<file path="config.mk">
export PLATFORM = sky130hd
export DESIGN_NAME = instruction_sequencer
export DESIGN_NICKNAME = d
export VERILOG_FILES = /design/src/rtl/instruction_sequencer.sv
export SDC_FILE = /design/constraint.sdc
export NUM_CORES = 1
export LEC_CHECK = 0
export BUFFER_PORTS_ARGS = -buffer_cell sky130_fd_sc_hd__buf_4
export CAP_MARGIN = 30
export CORE_MARGIN = 2
export CORE_UTILIZATION = 55
export DETAILED_ROUTE_END_ITERATION = 10
export GPL_TIMING_DRIVEN = 0
export PLACE_DENSITY = 0.75
export SLEW_MARGIN = 20
export SYNTH_ARGS = -nofsm -noshare
export SYNTH_HDL_FRONTEND = slang
export SYNTH_SLANG_ARGS = --single-unit
</file>
<file path="constraint.sdc">
create_clock -name iclk -period 2.49 [get_ports iclk]
set_input_delay 0.498 -clock iclk [delete_from_list [all_inputs] [get_ports iclk]]
set_output_delay 0.498 -clock iclk [all_outputs]
set_load 0.03 [all_outputs]
</file>
<file path="src/rtl/instruction_sequencer.sv">
// instruction_sequencer: debounces the SPI instruction byte and executes each new one once
module instruction_sequencer #(
  parameter int STABLE_CYCLES  = 4,
  parameter int TRIG_WIDTH     = 8,
  parameter int SRST_WIDTH     = 4,
  parameter int TIMEOUT_CYCLES = 65535
) (
  input  logic       iclk,
  input  logic       rst,
  input  logic [7:0] instruction,
  input  logic [7:0] mode,
  input  logic [7:0] trigger_channel_mask,
  input  logic       acq_done,
  output logic       acq_start,
  output logic [7:0] trig_out,
  output logic       soft_rst,
  output logic       busy,
  output logic [7:0] status_reg,
  output logic [7:0] cmd_count
);
  localparam int SW = $clog2(STABLE_CYCLES);
  localparam logic [SW-1:0] SMAX = SW'(STABLE_CYCLES - 1);
  typedef enum logic [2:0] {IDLE = 3'd0, ACQ_START = 3'd1, ACQ_WAIT = 3'd2, TRIG = 3'd3, SRST = 3'd4} state_t;
  state_t state, state_n;
  logic [7:0] sync1, sync2, last_acc, mask_q;
  logic [SW-1:0] stable_cnt;
  logic [15:0] cnt;
  logic [6:0] op;
  logic cont, timeout_err, illegal_err, acc, is_stop, to_hit, unused_mode;
  assign unused_mode = ^mode[7:1];
  assign op = sync2[6:0];
  assign is_stop = op == 7'h05;
  // busy blocks everything but STOP; held values are re-checked once IDLE returns
  assign acc = stable_cnt == SMAX && sync2 != last_acc && (state == IDLE || is_stop);
  assign to_hit = state == ACQ_WAIT && !acq_done && cnt == 16'(TIMEOUT_CYCLES - 1);
  always_ff @(posedge iclk) begin
    if (rst) state <= IDLE;
    else state <= state_n;
  end
  always_comb begin
    state_n = state;
    case (state)
      IDLE:      if (acc) state_n = op == 7'h01 ? ACQ_START : op == 7'h02 ? TRIG : op == 7'h03 ? SRST : IDLE;
      ACQ_START: state_n = ACQ_WAIT;
      ACQ_WAIT:  state_n = acq_done ? (cont ? ACQ_START : IDLE) : to_hit ? IDLE : ACQ_WAIT;
      TRIG:      if (cnt == 16'(TRIG_WIDTH - 1)) state_n = IDLE;
      SRST:      if (cnt == 16'(SRST_WIDTH - 1)) state_n = IDLE;
      default:   state_n = IDLE;
    endcase
    if (acc && is_stop) state_n = IDLE;
  end
  always_comb begin
    acq_start  = state == ACQ_START;
    soft_rst   = state == SRST;
    trig_out   = state == TRIG ? mask_q : 8'h00;
    busy       = state != IDLE;
    status_reg = {state, cont, illegal_err, timeout_err, state == ACQ_WAIT, state != IDLE};
  end
  always_ff @(posedge iclk) begin
    if (rst) begin
      sync1       <= '0;
      sync2       <= '0;
      stable_cnt  <= '0;
      last_acc    <= '0;
      mask_q      <= '0;
      cnt         <= '0;
      cont        <= 1'b0;
      timeout_err <= 1'b0;
      illegal_err <= 1'b0;
      cmd_count   <= '0;
    end else begin
      sync1      <= instruction;
      sync2      <= sync1;
      stable_cnt <= sync1 != sync2 ? '0 : stable_cnt == SMAX ? stable_cnt : stable_cnt + 1'b1;
      cnt        <= (state_n != state || state == IDLE) ? '0 : cnt + 16'd1;
      if (acc) begin
        last_acc  <= sync2;
        cmd_count <= op == 7'h04 ? 8'h00 : cmd_count + 8'h01;
      end
      if (acc && state == IDLE && op == 7'h02) mask_q <= trigger_channel_mask;
      cont        <= (acc && is_stop) || to_hit ? 1'b0 : acc && state == IDLE && op == 7'h01 ? mode[0] : cont;
      timeout_err <= acc && op == 7'h04 ? 1'b0 : timeout_err | (to_hit && !(acc && is_stop));
      illegal_err <= acc && op == 7'h04 ? 1'b0 : illegal_err | (acc && op > 7'h05);
    end
  end
endmodule
</file>
# Yosys cells after proc, flatten, opt, wreduce, memory -nomap -nowiden
# Cells that the tools add are included.
dict set report classes {
  addsub 3
  order_cmp 1
  n_eq_ne 16
  mux 13
  bitwise_logic 2
  reduce_logical 22
}
# operator count
set op_table {}
lappend op_table {{3-bit two-way mux} 7}
lappend op_table {{16-bit by 1-bit adder with 16-bit output, second input constant} 1}
lappend op_table {{16-bit == test, second input constant} 1}
lappend op_table {{16-bit by 2-bit == test with 1-bit output, second input constant} 1}
lappend op_table {{16-bit by 3-bit == test with 1-bit output, second input constant} 1}
lappend op_table {{8-bit two-way mux} 2}
lappend op_table {{8-bit != test} 2}
lappend op_table {{3-bit one-hot mux with 5 select lines} 1}
lappend op_table {{7-bit by 2-bit == test with 1-bit output, second input constant} 2}
lappend op_table {{7-bit by 3-bit == test with 1-bit output, second input constant} 2}
lappend op_table {{1-bit logical AND} 11}
lappend op_table {{8-bit by 1-bit adder with 8-bit output, second input constant} 1}
lappend op_table {{2-bit OR reduction} 4}
lappend op_table {{7-bit by 1-bit == test with 1-bit output, second input constant} 1}
lappend op_table {{7-bit by 3-bit > comparator with 1-bit output, second input constant} 1}
lappend op_table {{3-bit by 2-bit == test with 1-bit output, second input constant} 2}
lappend op_table {{2-bit two-way mux} 2}
lappend op_table {{3-bit by 1-bit == test with 1-bit output, second input constant} 1}
lappend op_table {{3-bit == test, second input constant} 1}
lappend op_table {{3-bit logical NOT} 1}
lappend op_table {{1-bit logical OR} 3}
lappend op_table {{3-bit != test} 1}
lappend op_table {{3-bit nonzero test} 1}
lappend op_table {{2-bit by 1-bit adder with 2-bit output, second input constant} 1}
lappend op_table {{other kinds (4)} 6}
dict set report totals {
  register_bits 64
  elab_cells 68
}

# Logic depth before layout (Yosys ltp)
dict set report depth {
  ltp_word 10
  depth_mapped 8
  ltp_nobuf 7
}

# Least setup slack after synthesis
# OpenSTA, ideal clock, no wires.
dict set report synth_path {
  path_kind {reg-to-reg}
  start {reg state[1]}
  end {reg cnt[7]}
  setup_time_ns 0.062
  t_arrival_ns 2.602
  t_required_ns 2.428
  slack_ns -0.174
  stages_incl_launch_ff 8
  path_buffers 1
  period_less_slack_ns 2.664
  cell_sequence {dfxtp_1 -> nor3b_1 -> nand2b_1 -> a41o_2 -> a211oi_1 -> o221ai_2 -> buf_6 -> nor2_2}
}
dict set report synth_via {
  elab_chain_len 10
  word_cells_on_any_way 20
  classes_between {5 x eq/ne; 7 x mux; 8 x reduce/logical}
}
# item line_no
set synth_lines {}
lappend synth_lines {{start: declaration} 24} ;# state_t state, state_n;
lappend synth_lines {{start signal: assignment} 38} ;# else state <= state_n;
lappend synth_lines {{3-bit by 2-bit == test with 1-bit output (*)} --}
lappend synth_lines {{net status_reg[1]} 18} ;# output logic [7:0] status_reg,
lappend synth_lines {{1-bit logical AND (2 in series)} 35} ;# assign to_hit = state == ACQ_WAIT && !acq_done && cnt == 16'(TIMEOUT_CYCLES - 1);
lappend synth_lines {{2-bit two-way mux (2 in series)} 45} ;# ACQ_WAIT: state_n = acq_done ? (cont ? ACQ_START : IDLE) : to_hit ? IDLE : ACQ_WAIT;
lappend synth_lines {{3-bit one-hot mux with 5 select lines (*)} 42} ;# case (state)
lappend synth_lines {{3-bit two-way mux (*)} 50} ;# if (acc && is_stop) state_n = IDLE;
lappend synth_lines {{3-bit != test (*)} 75} ;# cnt <= (state_n != state || state == IDLE) ? '0 : cnt + 16'd1;
lappend synth_lines {{1-bit logical OR (*)} 75}
lappend synth_lines {{2-bit OR reduction (no line) (*)} --}
lappend synth_lines {{end signal: assignment} 75}
lappend synth_lines {{end: declaration} 27} ;# logic [15:0] cnt;
# Mark *: on every way through the listed nets, which the timed path passes. The rest lies on a longest branch.
# A chain may end at the register's enable or synchronous reset.

# Worst setup path after layout
dict set report layout_path {
  start {reg sync2[3]}
  end {reg cnt[9]}
}
dict set report layout_via {
  elab_chain_len 10
  word_cells_on_any_way 18
  classes_between {6 x eq/ne; 6 x mux; 6 x reduce/logical}
}
# item line_no
set layout_lines {}
lappend layout_lines {{start: declaration} 25} ;# logic [7:0] sync1, sync2, last_acc, mask_q;
lappend layout_lines {{start signal: assignment} 73} ;# sync2 <= sync1;
lappend layout_lines {{7-bit by 2-bit == test with 1-bit output} 43} ;# IDLE: if (acc) state_n = op == 7'h01 ? ACQ_START : op == 7'h02 ? TRIG : op == 7'h03 ? SRST : IDLE;
lappend layout_lines {{3-bit two-way mux (4 in series)} 43}
lappend layout_lines {{3-bit one-hot mux with 5 select lines} 42}
lappend layout_lines {{3-bit two-way mux (*)} 50}
lappend layout_lines {{3-bit != test (*)} 75}
lappend layout_lines {{1-bit logical OR (*)} 75}
lappend layout_lines {{2-bit OR reduction (no line) (*)} --}
# Mark *: on every way between the ends. The rest lies on a longest branch, timed or not.

==> parameters.txt <==
Parameter                              Value

Global route
  GR Overflow Total ... 0
  Global-route wire length before repair ... 9470 µm
  Number of antenna violations at the first check in global routing ... 0
  Maximum number of pins on one net before global-route repair ... 13
  Number of global-route vias before repair ... 2135
  Global Route Usage Sum ... 0.200

Clock tree
  Clock buffers created by TritonCTS ... 9
  H-tree level count ... 3
  Buffers from clock root to sink, at most ... 2
  TritonCTS clock tree ... done
  Clock slew at reported path FFs ... 0.07 ns
  Clock sink count ... 64
  Number of buffers inserted for hold repair after clock tree synthesis ... 0
  Root buffer cell ... sky130_fd_sc_hd__clkbuf_8
  Worst-skew pair later-pin latency ... 0.35 ns

Cells and area
  Register cell area after layout ... 1280 µm²
  Multi-input combinational cell area ... 1540 µm²
  Commonest non-fill, non-tap cells in the layout ... sky130_fd_sc_hd__dfxtp_1 (64), sky130_fd_sc_hd__buf_4 (52), sky130_fd_sc_hd__nor2_1 (42), sky130_fd_sc_hd__xor2_1 (26), sky130_fd_sc_hd__mux2i_1 (17)
  Signed area change from the synthesized netlist to the final layout ... 22.1%
  Diodes inserted ... 0
  Share of post-route cells with drive strength above 1 ... 0.252
  Filler instances ... 422
  Most frequent standard cell in the layout excluding fill and tap cells ... sky130_fd_sc_hd__dfxtp_1
  Final net count ... 411
  Utilization after layout ... 0.705

Critical path
  Maximum net fanout on the critical path ... 10
  Worst path max stage delay ... 0.44 ns
  Crit end category ... flip-flop
  Crit-path cells ... nor4_4 -> nand2b_1 -> a2111o_1 -> a211oi_2 -> o221ai_2 -> buf_4 -> buf_6 -> nor2_2
  Data required time of the worst path ... 2.77 ns
  Crit path arrival time ... 2.57 ns
  Worst path slowest cell ... sky130_fd_sc_hd__a2111o_1
  Nature of the critical path startpoint ... flip-flop
  Type of the worst setup path ... reg2reg

Floorplanning
  Overall die area ... 6040 µm²
  Number of rows created at floorplan ... 26
  Die extent in x ... 77.7 µm
  Count of pins on the block boundary ... 54
  DIE HEIGHT ... 77.7 µm
  Effective utilization at floorplan ... 0.578
  Core Box Area ... 5170 µm²

Pwr
  Worst-case vdd ir drop ... 525 µV
  Cell internal power dissipation ... 1580 µW
  Cell Pwr Density ... 561 nW/µm²
  P_sw ... 468 µW
  Switching part of the total ... 0.228
  Pleak ... 0.00161 µW
  Sequential power share ... 0.511
  Clock network fraction of total power ... 0.438
  Gate power share ... 0.050

Routing
  Number of antenna-violating nets in the routed design ... 0
  Total via count in the routed design ... 2317
  Routed length per instance ... 12.4 µm
  Number of iterations in the first detailed-routing pass ... 4
  Vias per cell ... 5.09
  DRC violation count after routing ... 0
  Total wirelength of the detailed-routed design ... 5660 µm
  Iteration-0 DRC count of the detailed router ... 56

Synth
  Post-synthesis sequential element count ... 64
  Synthesized instance count ... 321
  Yosys Warn Count ... 0
  Mean Syn Cell Area ... 9.31 µm²
  Post-synth ARST share ... 0
  Proportion of synthesized chip area in sequential cells ... 0.429
  Post-synthesis net count ... 352
  Share of Yosys cell area claimed by the top area cell type ... 0.429
  Number of enable-type register cells in the synthesized netlist ... 0
  Post-synth top area cell ... sky130_fd_sc_hd__dfxtp_1
  Dominant cells by area after synthesis ... sky130_fd_sc_hd__dfxtp_1 (43%), sky130_fd_sc_hd__xor2_1 (7.6%), sky130_fd_sc_hd__mux2i_1 (5.7%)
  Number of distinct library cells after synthesis ... 45
  Top flip-flop cell by instance count after synthesis ... sky130_fd_sc_hd__dfxtp_1
  Syn Std Cell Area ... 2990 µm²

STA
  Slew at the pin closest to its max-slew limit ... 0.553 ns
  Remaining max-slew budget at the tightest pin ... 0.631
  Final Hold Fails ... 0
  Max frequency ... 437 MHz
  Time the worst path needs with I/O delays and setup ... 2.29 ns
  Max-slew violations ... 0
  Final worst clock skew ... 0.00937 ns
  Final Cycle Share ... 0.919
  Setup repair after global routing missed its margin ... false
  Final setup vio count ... 0
  Setup tns final ... 0 ns

Status
  Result of the run ... finished, final reports clean

Placed design
  Post-detailed-placement half-perimeter wirelength ... 4140 µm
  Weighted congestion at the end of routability-driven global placement ... 0.820
  Port bufs ... 45

Min path
  Worst Hold Class ... in2reg

Job
  Count of maximum capacitance violations ... 0
[flip-flops by register name, indices dropped and copies added (netlist names), 2 cells and up]
register and flops:
state 3, last_acc 8, sync2 8, cmd_count 8, cnt 16, mask_q 8, sync1 8, stable_cnt 2
[Yosys cell counts, types with 2 or more instances]
cell type,count
sky130_fd_sc_hd__nor4_4,3
sky130_fd_sc_hd__a21oi_1,10
sky130_fd_sc_hd__xor2_1,26
sky130_fd_sc_hd__nand3_1,14
sky130_fd_sc_hd__inv_1,11
sky130_fd_sc_hd__buf_4,4
sky130_fd_sc_hd__nor2b_1,16
sky130_fd_sc_hd__clkbuf_8,3
sky130_fd_sc_hd__or3_1,3
sky130_fd_sc_hd__o21ai_0,6
sky130_fd_sc_hd__nand4b_1,2
sky130_fd_sc_hd__xnor2_1,10
sky130_fd_sc_hd__mux2i_1,17
sky130_fd_sc_hd__and3_1,4
sky130_fd_sc_hd__clkbuf_1,5
sky130_fd_sc_hd__nand2_1,16
sky130_fd_sc_hd__nor2_1,42
sky130_fd_sc_hd__nand2b_1,2
sky130_fd_sc_hd__and2_1,9
sky130_fd_sc_hd__and3b_1,2
sky130_fd_sc_hd__nor4_1,4
sky130_fd_sc_hd__nor3_1,5
sky130_fd_sc_hd__buf_6,2
sky130_fd_sc_hd__nor2_2,10
sky130_fd_sc_hd__buf_2,3
sky130_fd_sc_hd__dfxtp_1,64
sky130_fd_sc_hd__nand4_1,7
sky130_fd_sc_hd__ha_1,4
[final timing paths]
path	from	end	slack [ns]	depth (start not counted)
worst max-delay path	sync2[3]$_SDFF_PP0_	cnt[9]$_SDFF_PP0_	0.20	8
worst min-delay path	instruction[1]	sync1[1]$_SDFF_PP0_	0.36	2
worst max register to register	sync2[3]$_SDFF_PP0_	cnt[9]$_SDFF_PP0_	0.20	8
worst min register to register	sync1[0]$_SDFF_PP0_	sync2[0]$_SDFF_PP0_	0.48	1
[metrics by stage]
stage	setup slack, ns	area, µm²	total power [µW]	hold WS [ns]	instances
2_1_floorplan	0.178	2990	1140	0.438	321
3_3_place_gp	0.179	3420	1170	0.464	436
3_5_place_dp	0.0941	3420	1170	0.468	436
4_1_cts	0.0736	3620	2070	0.347	452
5_1_grt	0.00749	3650	2130	0.346	455
6_report	0.203	3650	2050	0.360	455
[kinds of logic (layout without fill, tap and decap cells)]
group                      count (synthesis)  count (layout)  share of synthesized area
buffers and inverters                     29              93                     0.0582
muxes                                     17              17                     0.0570
adders and majority gates                  4               4                     0.0168
DFF                                       64              64                      0.429
AOI/OAI and AO/OA                         28              28                     0.0699
xor gates and xnor gates                  36              36                      0.106
and+or+nand+nor                          143             143                      0.264
[worst max-delay path, delay by kind of cell (launching register included)]
| kind | cells | cell delay (ns) |
|---|---|---|
| AOI/OAI and AO/OA | 3 | 0.82 |
| and+or+nand+nor | 3 | 0.69 |
| DFF | 1 | 0.39 |
| buffers and inverters | 2 | 0.32 |
[power groups by stage]
stage / Clock, µW / Sequential, µW / Combinational (µW)
final: 897 / 1050 / 103
after global routing: 969 / 1050 / 113
after CTS: 919 / 1050 / 104
after detailed placement: 0 / 1070 / 103
after global placement: 0 / 1070 / 102
after floorplan: 0 / 1070 / 68.1
[per-layer routing]
layer,routed length (µm),global-route usage,vias up
met2,2720,0.327,43
met4,77,0.0607,0
li1,-,-,1194
met1,2580,0.239,1073
met3,285,0.0837,7
met5,0,0,-
[layout make-up]
type	count	share of cell area
Inverter	11	0.0113
Timing Repair Buffer	48	0.0988
Sequential cell	64	0.351
Tap cell	70	0.0240
Buffer	18	0.0364
Clock buffer	10	0.0377
Multi-Input combinational cell	228	0.422
Clock inverter	6	0.0189
[repair_timing]
item	4_1_cts	5_1_grt
buffers inserted	0	3
endpoints found under the hold margin	0	0
gates resized for setup	0	1
endpoints found under the setup margin	0	10
(Power assumes the default switching activity.)
